### src/rtl/baud_frac_generator_pkg.sv
// Shared UART divisor constants and the config-register divisor field layout.
package baud_frac_generator_pkg;

    localparam int UART_OVERSAMPLE    = 16;
    localparam int UART_DIV_INT_BITS  = 16;
    localparam int UART_DIV_FRAC_BITS = 4;
    localparam int UART_DIV_W         = UART_DIV_INT_BITS + UART_DIV_FRAC_BITS;

    // Divisor register field layout as seen by the config register block.
    typedef struct packed {
        logic [UART_DIV_INT_BITS-1:0]  div_int;
        logic [UART_DIV_FRAC_BITS-1:0] div_frac;
    } uart_div_t;

    function automatic int ovs_phase_w(input int oversample);
        return (oversample < 2) ? 1 : $clog2(oversample);
    endfunction

endpackage

### src/rtl/baud_frac_if.sv
// Divisor/control inputs and baud strobes between the UART config block and the generator.
interface baud_frac_if
    import baud_frac_generator_pkg::*;
#(
    parameter int INT_BITS  = UART_DIV_INT_BITS,
    parameter int FRAC_BITS = UART_DIV_FRAC_BITS,
    parameter int OVS_W     = ovs_phase_w(UART_OVERSAMPLE)
);
    logic                 en;
    logic                 sync;
    logic [INT_BITS-1:0]  div_int;
    logic [FRAC_BITS-1:0] div_frac;
    logic                 os_tick;
    logic                 mid_tick;
    logic                 bit_tick;
    logic [OVS_W-1:0]     os_phase;

    modport master (
        output en, sync, div_int, div_frac,
        input  os_tick, mid_tick, bit_tick, os_phase
    );

    modport slave (
        input  en, sync, div_int, div_frac,
        output os_tick, mid_tick, bit_tick, os_phase
    );
endinterface

### src/rtl/baud_frac_divider.sv
// Purpose: fractional clock divider producing the raw oversample strobe.
// Latency: os_tick registered, first strobe div_int+1 enabled edges after clear.
// Backpressure: none; strobes are free-running and must be consumed when high.
module baud_frac_divider
    import baud_frac_generator_pkg::*;
#(
    parameter int INT_BITS  = UART_DIV_INT_BITS,
    parameter int FRAC_BITS = UART_DIV_FRAC_BITS
) (
    input  logic                 clk,
    input  logic                 reset,
    input  logic                 en,
    input  logic                 sync,
    input  logic [INT_BITS-1:0]  div_int,
    input  logic [FRAC_BITS-1:0] div_frac,
    output logic                 os_tick,
    output logic                 advance
);

    localparam logic [INT_BITS:0] CNT_ONE = {{INT_BITS{1'b0}}, 1'b1};

    logic [INT_BITS:0]    cnt;
    logic [INT_BITS:0]    terminal;
    logic [FRAC_BITS-1:0] frac_acc;
    logic [FRAC_BITS:0]   frac_sum;
    logic                 ext;
    logic [INT_BITS-1:0]  div_int_s;
    logic [FRAC_BITS-1:0] div_frac_s;
    logic                 clear;
    logic                 at_term;

    // One bit wider than the divisor so div_int_s = all-ones plus ext cannot wrap.
    assign terminal = {1'b0, div_int_s} + {{INT_BITS{1'b0}}, ext};
    assign frac_sum = {1'b0, frac_acc} + {1'b0, div_frac_s};
    assign clear    = !reset || !en || sync;
    assign at_term  = (cnt == terminal);
    assign advance  = !clear && at_term;

    always_ff @(posedge clk) begin
        if (clear) begin
            cnt        <= '0;
            frac_acc   <= '0;
            ext        <= 1'b0;
            div_int_s  <= div_int;
            div_frac_s <= div_frac;
            os_tick    <= 1'b0;
        end else if (at_term) begin
            // The carry out of the fraction stretches the next period by one clock.
            cnt               <= '0;
            {ext, frac_acc}   <= frac_sum;
            div_int_s         <= div_int;
            div_frac_s        <= div_frac;
            os_tick           <= 1'b1;
        end else begin
            cnt     <= cnt + CNT_ONE;
            os_tick <= 1'b0;
        end
    end

endmodule

### src/rtl/baud_frac_generator.sv
// Purpose: UART baud strobes (oversample, mid-bit, bit) from a fractional divisor.
// Latency: all strobes registered and coincident; first os_tick div_int+1 edges after clear.
// Backpressure: none; sync re-phases, en low holds everything cleared.
module baud_frac_generator
    import baud_frac_generator_pkg::*;
#(
    parameter int INT_BITS   = UART_DIV_INT_BITS,
    parameter int FRAC_BITS  = UART_DIV_FRAC_BITS,
    parameter int OVERSAMPLE = UART_OVERSAMPLE,
    parameter int OVS_W      = ovs_phase_w(OVERSAMPLE)
) (
    input  logic      clk,
    input  logic      reset,
    baud_frac_if.slave bus
);

    localparam int               MID_IDX    = OVERSAMPLE / 2 - 1;
    localparam int               LAST_IDX   = OVERSAMPLE - 1;
    localparam logic [OVS_W-1:0] MID_PHASE  = OVS_W'(MID_IDX);
    localparam logic [OVS_W-1:0] LAST_PHASE = OVS_W'(LAST_IDX);
    localparam logic [OVS_W-1:0] PHASE_ONE  = OVS_W'(1);

    logic             os_tick_raw;
    logic             advance;
    logic [OVS_W-1:0] os_phase_q;
    logic             mid_tick_q;
    logic             bit_tick_q;
    logic             at_mid;
    logic             at_last;

    baud_frac_divider #(
        .INT_BITS  (INT_BITS),
        .FRAC_BITS (FRAC_BITS)
    ) u_divider (
        .clk      (clk),
        .reset    (reset),
        .en       (bus.en),
        .sync     (bus.sync),
        .div_int  (bus.div_int),
        .div_frac (bus.div_frac),
        .os_tick  (os_tick_raw),
        .advance  (advance)
    );

    assign at_mid  = (os_phase_q == MID_PHASE);
    assign at_last = (os_phase_q == LAST_PHASE);

    // Phase decode uses the pre-advance index so mid/bit land on the same edge as os_tick.
    always_ff @(posedge clk) begin
        if (!reset || !bus.en || bus.sync) begin
            os_phase_q <= '0;
            mid_tick_q <= 1'b0;
            bit_tick_q <= 1'b0;
        end else if (advance) begin
            mid_tick_q <= at_mid;
            bit_tick_q <= at_last;
            os_phase_q <= at_last ? '0 : os_phase_q + PHASE_ONE;
        end else begin
            mid_tick_q <= 1'b0;
            bit_tick_q <= 1'b0;
        end
    end

    assign bus.os_tick  = os_tick_raw;
    assign bus.mid_tick = mid_tick_q;
    assign bus.bit_tick = bit_tick_q;
    assign bus.os_phase = os_phase_q;

endmodule

### src/flat_wrapper.sv
// flat-port wrapper written by rule: the top's interface ports become plain ports
module baud_frac_generator_flat import baud_frac_generator_pkg::*;
#(
    parameter int INT_BITS   = UART_DIV_INT_BITS,
    parameter int FRAC_BITS  = UART_DIV_FRAC_BITS,
    parameter int OVERSAMPLE = UART_OVERSAMPLE,
    parameter int OVS_W      = ovs_phase_w(OVERSAMPLE)
)
  (clk, reset, bus_en, bus_sync, bus_div_int, bus_div_frac, bus_os_tick, bus_mid_tick, bus_bit_tick, bus_os_phase);
  baud_frac_if #(.INT_BITS(INT_BITS), .FRAC_BITS(FRAC_BITS), .OVS_W(OVS_W)) bus_i ();
  input  logic clk;
  input  logic reset;
  input wire logic [$bits(bus_i.en)-1:0] bus_en;
  input wire logic [$bits(bus_i.sync)-1:0] bus_sync;
  input wire logic [$bits(bus_i.div_int)-1:0] bus_div_int;
  input wire logic [$bits(bus_i.div_frac)-1:0] bus_div_frac;
  output wire logic [$bits(bus_i.os_tick)-1:0] bus_os_tick;
  output wire logic [$bits(bus_i.mid_tick)-1:0] bus_mid_tick;
  output wire logic [$bits(bus_i.bit_tick)-1:0] bus_bit_tick;
  output wire logic [$bits(bus_i.os_phase)-1:0] bus_os_phase;
  assign bus_i.en = bus_en;
  assign bus_i.sync = bus_sync;
  assign bus_i.div_int = bus_div_int;
  assign bus_i.div_frac = bus_div_frac;
  assign bus_os_tick = bus_i.os_tick;
  assign bus_mid_tick = bus_i.mid_tick;
  assign bus_bit_tick = bus_i.bit_tick;
  assign bus_os_phase = bus_i.os_phase;
  baud_frac_generator #(.INT_BITS(INT_BITS), .FRAC_BITS(FRAC_BITS), .OVERSAMPLE(OVERSAMPLE), .OVS_W(OVS_W)) u_core (.clk(clk), .reset(reset), .bus(bus_i));
endmodule
### config.mk
export PLATFORM = sky130hd
export DESIGN_NAME = baud_frac_generator_flat
export DESIGN_NICKNAME = d
export VERILOG_FILES = /design/src/rtl/baud_frac_generator_pkg.sv /design/src/rtl/baud_frac_if.sv /design/src/rtl/baud_frac_divider.sv /design/src/rtl/baud_frac_generator.sv /design/src/flat_wrapper.sv
export SDC_FILE = /design/constraint.sdc
export NUM_CORES = 1
export LEC_CHECK = 0
export BUFFER_PORTS_ARGS = -buffer_cell sky130_fd_sc_hd__buf_2
export CORE_MARGIN = 4
export CORE_UTILIZATION = 62
export DETAILED_ROUTE_END_ITERATION = 6
export GPL_TIMING_DRIVEN = 0
export PLACE_DENSITY_LB_ADDON = 0.05
export SYNTH_ARGS = -nofsm -noshare
export SYNTH_HDL_FRONTEND = slang
export SYNTH_HIERARCHICAL = 1
export SYNTH_SLANG_ARGS = --single-unit
### constraint.sdc
create_clock -name clk -period 7.5 [get_ports clk]
set_clock_uncertainty 0.15 [all_clocks]
set_input_delay 1.5 -clock clk [delete_from_list [all_inputs] [get_ports clk]]
set_output_delay 1.5 -clock clk [all_outputs]
set_load 0.05 [all_outputs]
# [After elaboration in Yosys (flattened, before gate mapping)]
# Index checks and enable logic that the tools add are counted.
[totals] reg_bits=49 latchBits=0 mem_bits_rw=0 rom_bits=0 input_bits=24 word_cells=32 mem_count=0
[op_classes] addsub=4 multipliers=0 n_div=0 n_lt_le_gt_ge=0 n_eq_ne=3 shifts=0 muxes=6 bitwise=1 reduce_logical=9
[ops] cell="$mux W16" count=2
[ops] cell="$add A16 B1 Y17" count=1
[ops] cell="$add A17 B1 Y17 const B" count=1
[ops] cell="$eq A17 B17 Y1" count=1
[ops] cell="$mux W4" count=3
[ops] cell="$add A4 B4 Y5" count=1
[ops] cell="$add A4 B1 Y4 const B" count=1
[ops] cell="$eq A4 B3 Y1 const B" count=1
[ops] cell="$eq A4 B4 Y1 const B" count=1
[ops] cell="$reduce_or A2 Y1" count=2
[ops] cell="$logic_not A1 Y1" count=3
[ops] cell="$logic_or A1 B1 Y1" count=2
[ops] cell="$reduce_bool A2 Y1" count=1
[ops] cell="$logic_and A1 B1 Y1" count=1
[ops] cell="$mux W1" count=1
[ops] cell="$not A1 Y1" count=1

# [Longest topological paths before layout]
# Gate-level depths: netlist of run 1.
[depth] ltp_word=7 depth_mapped=12 depth_no_buf=11

# [Modules after synthesis]
# Netlist of run 1, hierarchy kept.
[by_module_without_submodules] module="baud_frac_divider" instances=1 cells_each=217 area_each_um2=2265.9
[by_module_without_submodules] module="baud_frac_generator" instances=1 cells_each=27 area_each_um2=244.0

# [Worst setup path before layout of run 1]
# Ideal clock, no wire load.
[synth_path] path_type="flip-flop to flip-flop" from="register u_core.u_divider.div_int_s[0]" to="register u_core.os_phase_q[3] (netlist: u_core/bus.os_phase[3])" setup_time_ps=71 arrival_time_ps=3249 required_ps=7279 path_slack_ps=4029 path_stages_with_launch=13 path_buffers=1 synth_period_minus_slack_ps=3471 path_cell_list="edfxtp_1 -> ha_1 -> ha_1 -> nand3_1 -> nor3_4 -> a311o_2 -> a2111o_1 -> or4_1 -> buf_6 -> nor2_1 -> nand2_1 -> or3_1 -> a21oi_1"
[synth_between] elab_chain_len=3
[synth_lines] item="start: declaration" line="baud_frac_divider.sv:27" rtl="logic [INT_BITS-1:0] div_int_s;"
[synth_lines] item="start signal: assignment" line="baud_frac_divider.sv:44" rtl="div_int_s <= div_int;"
[synth_lines] item="start signal: assignment" line="baud_frac_divider.sv:51" rtl="div_int_s <= div_int;"
[synth_lines] item="$add A16 B1 Y17" line="baud_frac_divider.sv:33" rtl="assign terminal = {1'b0, div_int_s} + {{INT_BITS{1'b0}}, ext};"
[synth_lines] item="$eq A17 B17 Y1" line="baud_frac_divider.sv:36" rtl="assign at_term = (cnt == terminal);"
[synth_lines] item="$logic_and A1 B1 Y1" line="baud_frac_divider.sv:37" rtl="assign advance = !clear && at_term;"
[synth_lines] item="named net u_core.advance" line="baud_frac_generator.sv:24" rtl="logic advance;"
[synth_lines] item="end signal: assignment" line="baud_frac_generator.sv:57" rtl="os_phase_q <= at_last ? '0 : os_phase_q + PHASE_ONE;"
[synth_lines] item="end: declaration" line="baud_frac_generator.sv:25" rtl="logic [OVS_W-1:0] os_phase_q;"
# The timed path passes the listed nets, and every way through them passes these cells.
# A chain may end at the register's enable or synchronous reset.

# [Worst setup path in the final report of run 1]
[layout_path] from="register u_core.u_divider.div_int_s[0]" to="register u_core.u_divider.div_int_s[13], enable pin"
[layout_between] elab_chain_len=3
[layout_lines] item="$add A16 B1 Y17" line="baud_frac_divider.sv:33"
[layout_lines] item="$eq A17 B17 Y1" line="baud_frac_divider.sv:36"
[layout_lines] item="$reduce_bool A2 Y1 (no source line)"
# Every way passes these cells.

==> results of run 1 <==
==> stage by stage <==
stage                     total power (uW)  setup WS [ps]
after global routing                   490           3460
after detailed placement               328           3710
after global placement                 327           3760
after CTS                              473           3700
after floorplan                        317           4030
final                                  468           3720
==> flip-flops by register name, summed over array words and instances (netlist names) <==
register / cells
u_core/u_divider/div_int_s: 16
u_core/u_divider/os_tick: 1
u_core/u_divider/div_frac_s: 4
u_core/u_divider/ext: 1
u_core/bus.mid_tick: 1
u_core/u_divider/cnt: 17
u_core/bus.os_phase: 4
u_core/u_divider/frac_acc: 4
u_core/bus.bit_tick: 1
==> layout make-up <==
class | count | area (um^2) | area share [%]
plain buffers | 7 | 36.3 | 1.29
clock buffers | 6 | 72.6 | 2.59
flip-flops and latches | 49 | 1180 | 42.1
multi-input cells | 180 | 1260 | 45.0
clock inverters | 2 | 10.0 | 0.357
well taps | 48 | 60.1 | 2.14
repair buffers | 30 | 150 | 5.36
inverters | 8 | 30.0 | 1.07
==> per-layer routing <==
| layer | GRT usage, % | part of all wire [%] | wire length [um] |
|---|---|---|---|
| met3 | 4.21 | 5.7 | 246 |
| met4 | 6.47 | 1.3 | 57 |
| met2 | 27.7 | 45 | 1930 |
| met1 | 26.3 | 48 | 2080 |
| met5 | 0 | 0 | 0 |
==> power by group <==
part	switching (uW)	total (uW)	internal [uW]
Sequential	7.75	293	285
Clock	81.0	146	64.7
Combinational	14.5	29.0	14.4
==> critical path: cells and delay by family, from the launching register on <==
family | cells | cell delay [ps]
AOI/OAI and AO/OA | 2 | 820
adders and majority gates | 2 | 460
buffers and inverters | 1 | 160
DFF | 1 | 380
and+or+nand+nor | 4 | 1440
==> how the worst min path moves through the flow <==
stage,endpoint,slack [ps]
after floorplan,u_core/u_divider/frac_acc[0]$_SDFFE_PP0N_,290
after global placement,u_core/u_divider/frac_acc[0]$_SDFFE_PP0N_,300
after detailed placement,u_core/u_divider/ext$_SDFFE_PP0N_,320
after CTS,u_core/u_divider/ext$_SDFFE_PP0N_,320
after global routing,u_core/u_divider/ext$_SDFFE_PP0N_,350
final,u_core/u_divider/ext$_SDFFE_PP0N_,320
==> placed cells by master (no fill, tap or decap), types with 2 or more instances in the layout <==
| cell type | instances |
|---|---|
| a211o_1 | 2 |
| a21boi_0 | 2 |
| a21oi_1 | 5 |
| a31oi_1 | 3 |
| and3_1 | 7 |
| and4_2 | 2 |
| buf_2 | 32 |
| clkbuf_1 | 4 |
| clkbuf_8 | 5 |
| clkinv_2 | 2 |
| dfxtp_1 | 29 |
| edfxtp_1 | 20 |
| ha_1 | 8 |
| inv_1 | 8 |
| mux2i_1 | 6 |
| nand2_1 | 18 |
| nand2b_1 | 3 |
| nand3_1 | 12 |
| nand3b_1 | 2 |
| nand4_1 | 6 |
| nor2_1 | 12 |
| nor3_1 | 21 |
| nor3b_1 | 2 |
| nor4_1 | 2 |
| o2111ai_1 | 3 |
| o21ai_0 | 7 |
| or3_1 | 3 |
| xnor2_1 | 23 |
| xor2_1 | 14 |
==> kinds of logic after synthesis <==
group | Yosys count
DFF | 49
and+or+nand+nor | 100
AOI/OAI and AO/OA | 28
muxes | 6
buffers and inverters | 15
xor gates and xnor gates | 37
adders and majority gates | 9
==> flow_summary_export.csv, run 1 <==
group,metric,value,unit
outcome,status,"finished clean",
yosys,synth_compound_gate_area_share,7.68,%
yosys,syn_area,2510,um^2
worst_setup_path,slowest_stage,"nand2_1",
worst_setup_path,worstPathArrival,3550,ps
yosys,ys_types,46,
final_layout,drive_above_1_share,17.0,%
timing,rsz0062_at_grt,"no",
worst_setup_path,cp_cell_sequence,"ha_1 > ha_1 > nand3_1 > nor3_4 > a311o_2 > a2111o_1 > or4_1 > buf_6 > nand2_1",
drt,drtIter0Drc,126,
worst_setup_path,setup.worst_path.class,"reg2reg",
floorplanning,row_count,22,
final_layout,n_antenna_cell,0,
global_routing,antenna_found_initial,0,
timing,min_period_over_period,50.4,%
clock_network,numCtsBuffers,5,
pwr,p_leak,0.00106,uW
drt,drc,0,
worst_setup_path,max_stage_delay,570,ps
worst_setup_path,crit_path_end,"u_core/u_divider/div_int_s[13]$_DFFE_PP_",
flow_run,maxCapViolations,0,
timing,slew_headroom,48.1,%
yosys,ys_top_cells_by_count,"dfxtp_1, xnor2_1, nor3_1",
timing,maxSlewViolCount,0,
timing,worstMarginPinSlew,777,ps
global_routing,grt_max_degree,21,
worst_setup_path,crit_top_cell,"ha_1",
worst_setup_path,required,7280,ps
yosys,yosysSeqAreaShare,47.1,%
timing,finalHoldViolations,0,
global_routing,grt.total_usage,18.5,%
yosys,async_reset_ff_share,0,%
clock_network,cts_max_path_buffers,2,
floorplanning,dieArea,5130,um^2
final_layout,stdcell_area,2800,um^2
clock_network,post_cts_buffers,0,
floorplanning,die_height,71.6,um
worst_setup_path,worstSetupStartpointType,"flop",
final_layout,synthToLayoutAreaGrowth,11.7,%
floorplanning,ios,31,
pwr,power_density,167,nW/um^2
yosys,synth.area.top_cells,"edfxtp_1, dfxtp_1, xnor2_1, xor2_1, nor3_1",
yosys,yosysMostFrequentCell,"dfxtp_1",
global_routing,grt_pass1_wl,7530,um
worst_hold_path,whs_path_depth,2,
yosys,syn_inst,244,
final_layout,finish.utilization,73.8,%
pwr,peakVddDrop,0.140,mV
global_routing,grt-ovfl-total,0,
clock_network,root_buffer,"clkbuf_8",
yosys,synth_largest_area_cell,"edfxtp_1",
clock_network,cts_tree,"done",
worst_setup_path,r2r_start,"u_core/u_divider/div_int_s[0]$_DFFE_PP_",
worst_setup_path,r2r_slack,3720,ps
timing,tns,0,ps
placed_design,place_area,2720,um^2
yosys,ys.flop_type,"dfxtp_1",
yosys,synth-simple-area-share,22.5,%
worst_setup_path,crit-reg2reg-capture,"u_core/u_divider/div_int_s[13]$_DFFE_PP_",
worst_setup_path,r2r.worst_path.cells,9,
clock_network,hold_buffers,0,
clock_network,cts.sinks,49,
yosys,syn_nets,277,
timing,whs,322,ps
final_layout,final.fill_count,293,
yosys,synth-xor-area-share,12.9,%
placed_design,dp_cells,322,
final_layout,final_cells,330,
drt,dr.pass1.iters,4,
floorplanning,start_util,66.1,%
drt,post_drt_wl_per_cell,13.1,um
yosys,synth-edff-count,20,
floorplanning,core_area,3800,um^2
timing,fmax,265,MHz
drt,via_per_inst,5.54,
timing,period_minus_slack,3780,ps
yosys,synth.area.mux_share,2.39,%
yosys,yosys_register_bits,49,
placed_design,place_congestion,0.798,
drt,vias,1828,
drt,finalWirelength,4310,um
worst_setup_path,crit_start,"u_core/u_divider/div_int_s[0]$_DFFE_PP_",
global_routing,grt_pass1_vias,1656,
placed_design,portBuffers,30,
clock_network,cts_max_level,2,
floorplanning,die_w,71.6,um
worst_setup_path,endpoint_kind,"flop",
clock_network,cts_resized,0,
placed_design,place_hpwl,3340,um
clock_network,clk_latency,300,ps
yosys,avgSynthCellArea,10.3,um^2
clock_network,path_clk_slew,80,ps
timing,setup_viol,0,
worst_hold_path,holdCritPathClass,"reg2reg",
worst_setup_path,path_max_fanout,20,
yosys,synth_top_family_by_area,"simple AND/OR/NAND/NOR gates",
yosys,yosysTopAreaCellShare,23.9,%
yosys,yosys.area_share.adder,4.79,%
yosys,yosys_warnings,6,
worst_hold_path,hold_path.startpoint,"u_core/u_divider/ext$_SDFFE_PP0N_",
final_layout,nets,314,
drt,drtAntennaViolNets,0,
Power figures use the tool's default switching activity.
==> run 2: changes to the inputs <==
CORE_UTILIZATION = 57   (was 62)
clock period = 3.87 ns   (was 7.5 ns; I/O delays follow)
==> flow_summary_export.csv, run 2 (same netlist as run 1, synthesis figures left out) <==
group,metric,value,unit
outcome,status,"finished clean",
worst_setup_path,path_max_fanout,8,
final_layout,layout_commonest_cell,"buf_2",
placed_design,place_congestion,0.778,
pwr,p_leak,0.00107,uW
drt,via_per_inst,5.63,
worst_hold_path,holdCritPathClass,"reg2reg",
timing,min_period_over_period,94.3,%
global_routing,grt_pass1_wl,7810,um
clock_network,path_clk_slew,80,ps
worst_setup_path,r2r_start,"u_core/u_divider/div_int_s[0]$_DFFE_PP_",
final_layout,top_regs,"u_core/u_divider/cnt (17), u_core/u_divider/div_int_s (16)",
clock_network,cts_tree,"done",
timing,worstMarginPinSlew,532,ps
worst_setup_path,endpoint_kind,"flop",
floorplanning,die_w,74.4,um
global_routing,antenna_found_initial,0,
worst_setup_path,required,3950,ps
timing,finalHoldViolations,0,
worst_setup_path,crit-reg2reg-capture,"u_core/bus.os_phase[3]$_SDFFE_PP0P_",
flow_run,maxCapViolations,0,
drt,drtIter0Drc,98,
final_layout,finish.utilization,69.0,%
timing,period_minus_slack,3650,ps
global_routing,grt.total_usage,18.4,%
drt,drtAntennaViolNets,0,
clock_network,hold_buffers,0,
final_layout,synthToLayoutAreaGrowth,13.1,%
worst_setup_path,cp_cell_sequence,"ha_1 > ha_1 > nand3_1 > nor3_4 > a311o_2 > a2111o_1 > or4_1 > buf_6 > nor2_2 > nand2_1 > or3_1 > a21oi_1",
final_layout,mostFrequentLayoutCells,"buf_2, dfxtp_1, xnor2_1, nor3_1, edfxtp_1",
worst_setup_path,worstPathArrival,3740,ps
timing,maxSlewViolCount,0,
final_layout,nets,314,
clock_network,cts_max_level,2,
clock_network,root_buffer,"clkbuf_8",
drt,dr.pass1.iters,4,
final_layout,largest_reg_flops,17,
pwr,peakVddDrop,0.245,mV
drt,drc,0,
worst_hold_path,whs_path_depth,2,
timing,rsz0062_at_grt,"no",
placed_design,place_hpwl,3470,um
global_routing,grt_pass1_vias,1720,
worst_hold_path,min_to,"u_core/u_divider/frac_acc[0]$_SDFFE_PP0N_",
timing,tns,0,ps
timing,fmax,274,MHz
final_layout,regMostFlops,"u_core/u_divider/cnt",
clock_network,post_cts_buffers,0,
final_layout,drive_above_1_share,17.7,%
floorplanning,ios,31,
pwr,power_density,343,nW/um^2
worst_setup_path,worstSetupStartpointType,"flop",
floorplanning,die_height,74.4,um
global_routing,grt_max_degree,21,
clock_network,cts_max_path_buffers,2,
timing,slew_headroom,64.2,%
worst_setup_path,r2r.worst_path.cells,12,
drt,finalWirelength,4590,um
floorplanning,core_area,4120,um^2
worst_hold_path,hold_path.startpoint,"u_core/u_divider/frac_acc[0]$_SDFFE_PP0N_",
drt,post_drt_wl_per_cell,13.8,um
floorplanning,row_count,23,
floorplanning,start_util,61.0,%
global_routing,grt-ovfl-total,0,
clock_network,clk_latency,300,ps
clock_network,cts_resized,0,
pwr,fin_total_pwr,974,uW
final_layout,n_antenna_cell,0,
clock_network,numCtsBuffers,5,
clock_network,cts.sinks,49,
worst_setup_path,crit_top_cell,"ha_1",
timing,setup_viol,0,
placed_design,portBuffers,30,
worst_setup_path,slowest_stage,"or4_1",
worst_setup_path,r2r_slack,220,ps
floorplanning,dieArea,5530,um^2
drt,vias,1870,
worst_setup_path,max_stage_delay,560,ps
worst_setup_path,setup.worst_path.class,"reg2reg",
run 2: worst max path at each step:
stage	startpoint	cells after the start	endpoint	slack (ps)
floorplan	u_core/u_divider/div_int_s[0]$_DFFE_PP_	12	u_core/bus.os_phase[3]$_SDFFE_PP0P_	400
global placement	u_core/u_divider/div_int_s[0]$_DFFE_PP_	9	u_core/u_divider/div_int_s[15]$_DFFE_PP_	110
detailed placement	u_core/u_divider/div_int_s[0]$_DFFE_PP_	9	u_core/u_divider/div_int_s[15]$_DFFE_PP_	70
CTS	u_core/u_divider/div_int_s[0]$_DFFE_PP_	9	u_core/u_divider/div_int_s[13]$_DFFE_PP_	60
global route	u_core/u_divider/ext$_SDFFE_PP0N_	12	u_core/bus.os_phase[3]$_SDFFE_PP0P_	40
finish	u_core/u_divider/div_int_s[0]$_DFFE_PP_	12	u_core/bus.os_phase[3]$_SDFFE_PP0P_	220
run 2: power by group:
group / internal, uW / leakage [uW] / total, uW / switching [uW]
registers: 553 / 0.000441 / 569 / 15.5
logic: 27.9 / 0.000572 / 57.0 / 29.1
clock network: 185 / 0.0000566 / 349 / 164
total: 766 / 0.00107 / 974 / 208
run 2: area by class of cell:
class | count | area [um^2]
Fill cell | 343 | 1280
Clock buffer | 8 | 111
Multi-Input combinational cell | 180 | 1270
Sequential cell | 49 | 1180
Timing Repair Buffer | 30 | 150
Inverter | 8 | 30.0
Buffer | 7 | 36.3
Tap cell | 50 | 62.6
run 2: worst max-delay path: cells and delay by family (launching register included):
family / cells / cell delay, ps
flops: 1 / 380
buf+inv: 1 / 170
simple gates: 6 / 1470
compound gates: 3 / 970
fa+ha+maj: 2 / 460
run 2: routing by layer:
metal	vias to the layer above	share of wire, %	global-route usage (%)
met5	-	0	0
met4	0	1.2	6.52
met3	7	5.2	4.19
met1	869	48	25.6
li1	953	-	-
met2	41	45	28.2
run 2: metrics by stage:
stage          setup WS, ps  hold WS [ps]  cells  area, um^2
6_report                219           317    332        2840
2_1_floorplan           399           289    244        2510
4_1_cts                55.7           325    332        2830
5_1_grt                42.4           345    332        2840
3_3_place_gp            112           301    324        2720
3_5_place_dp           69.1           313    324        2720
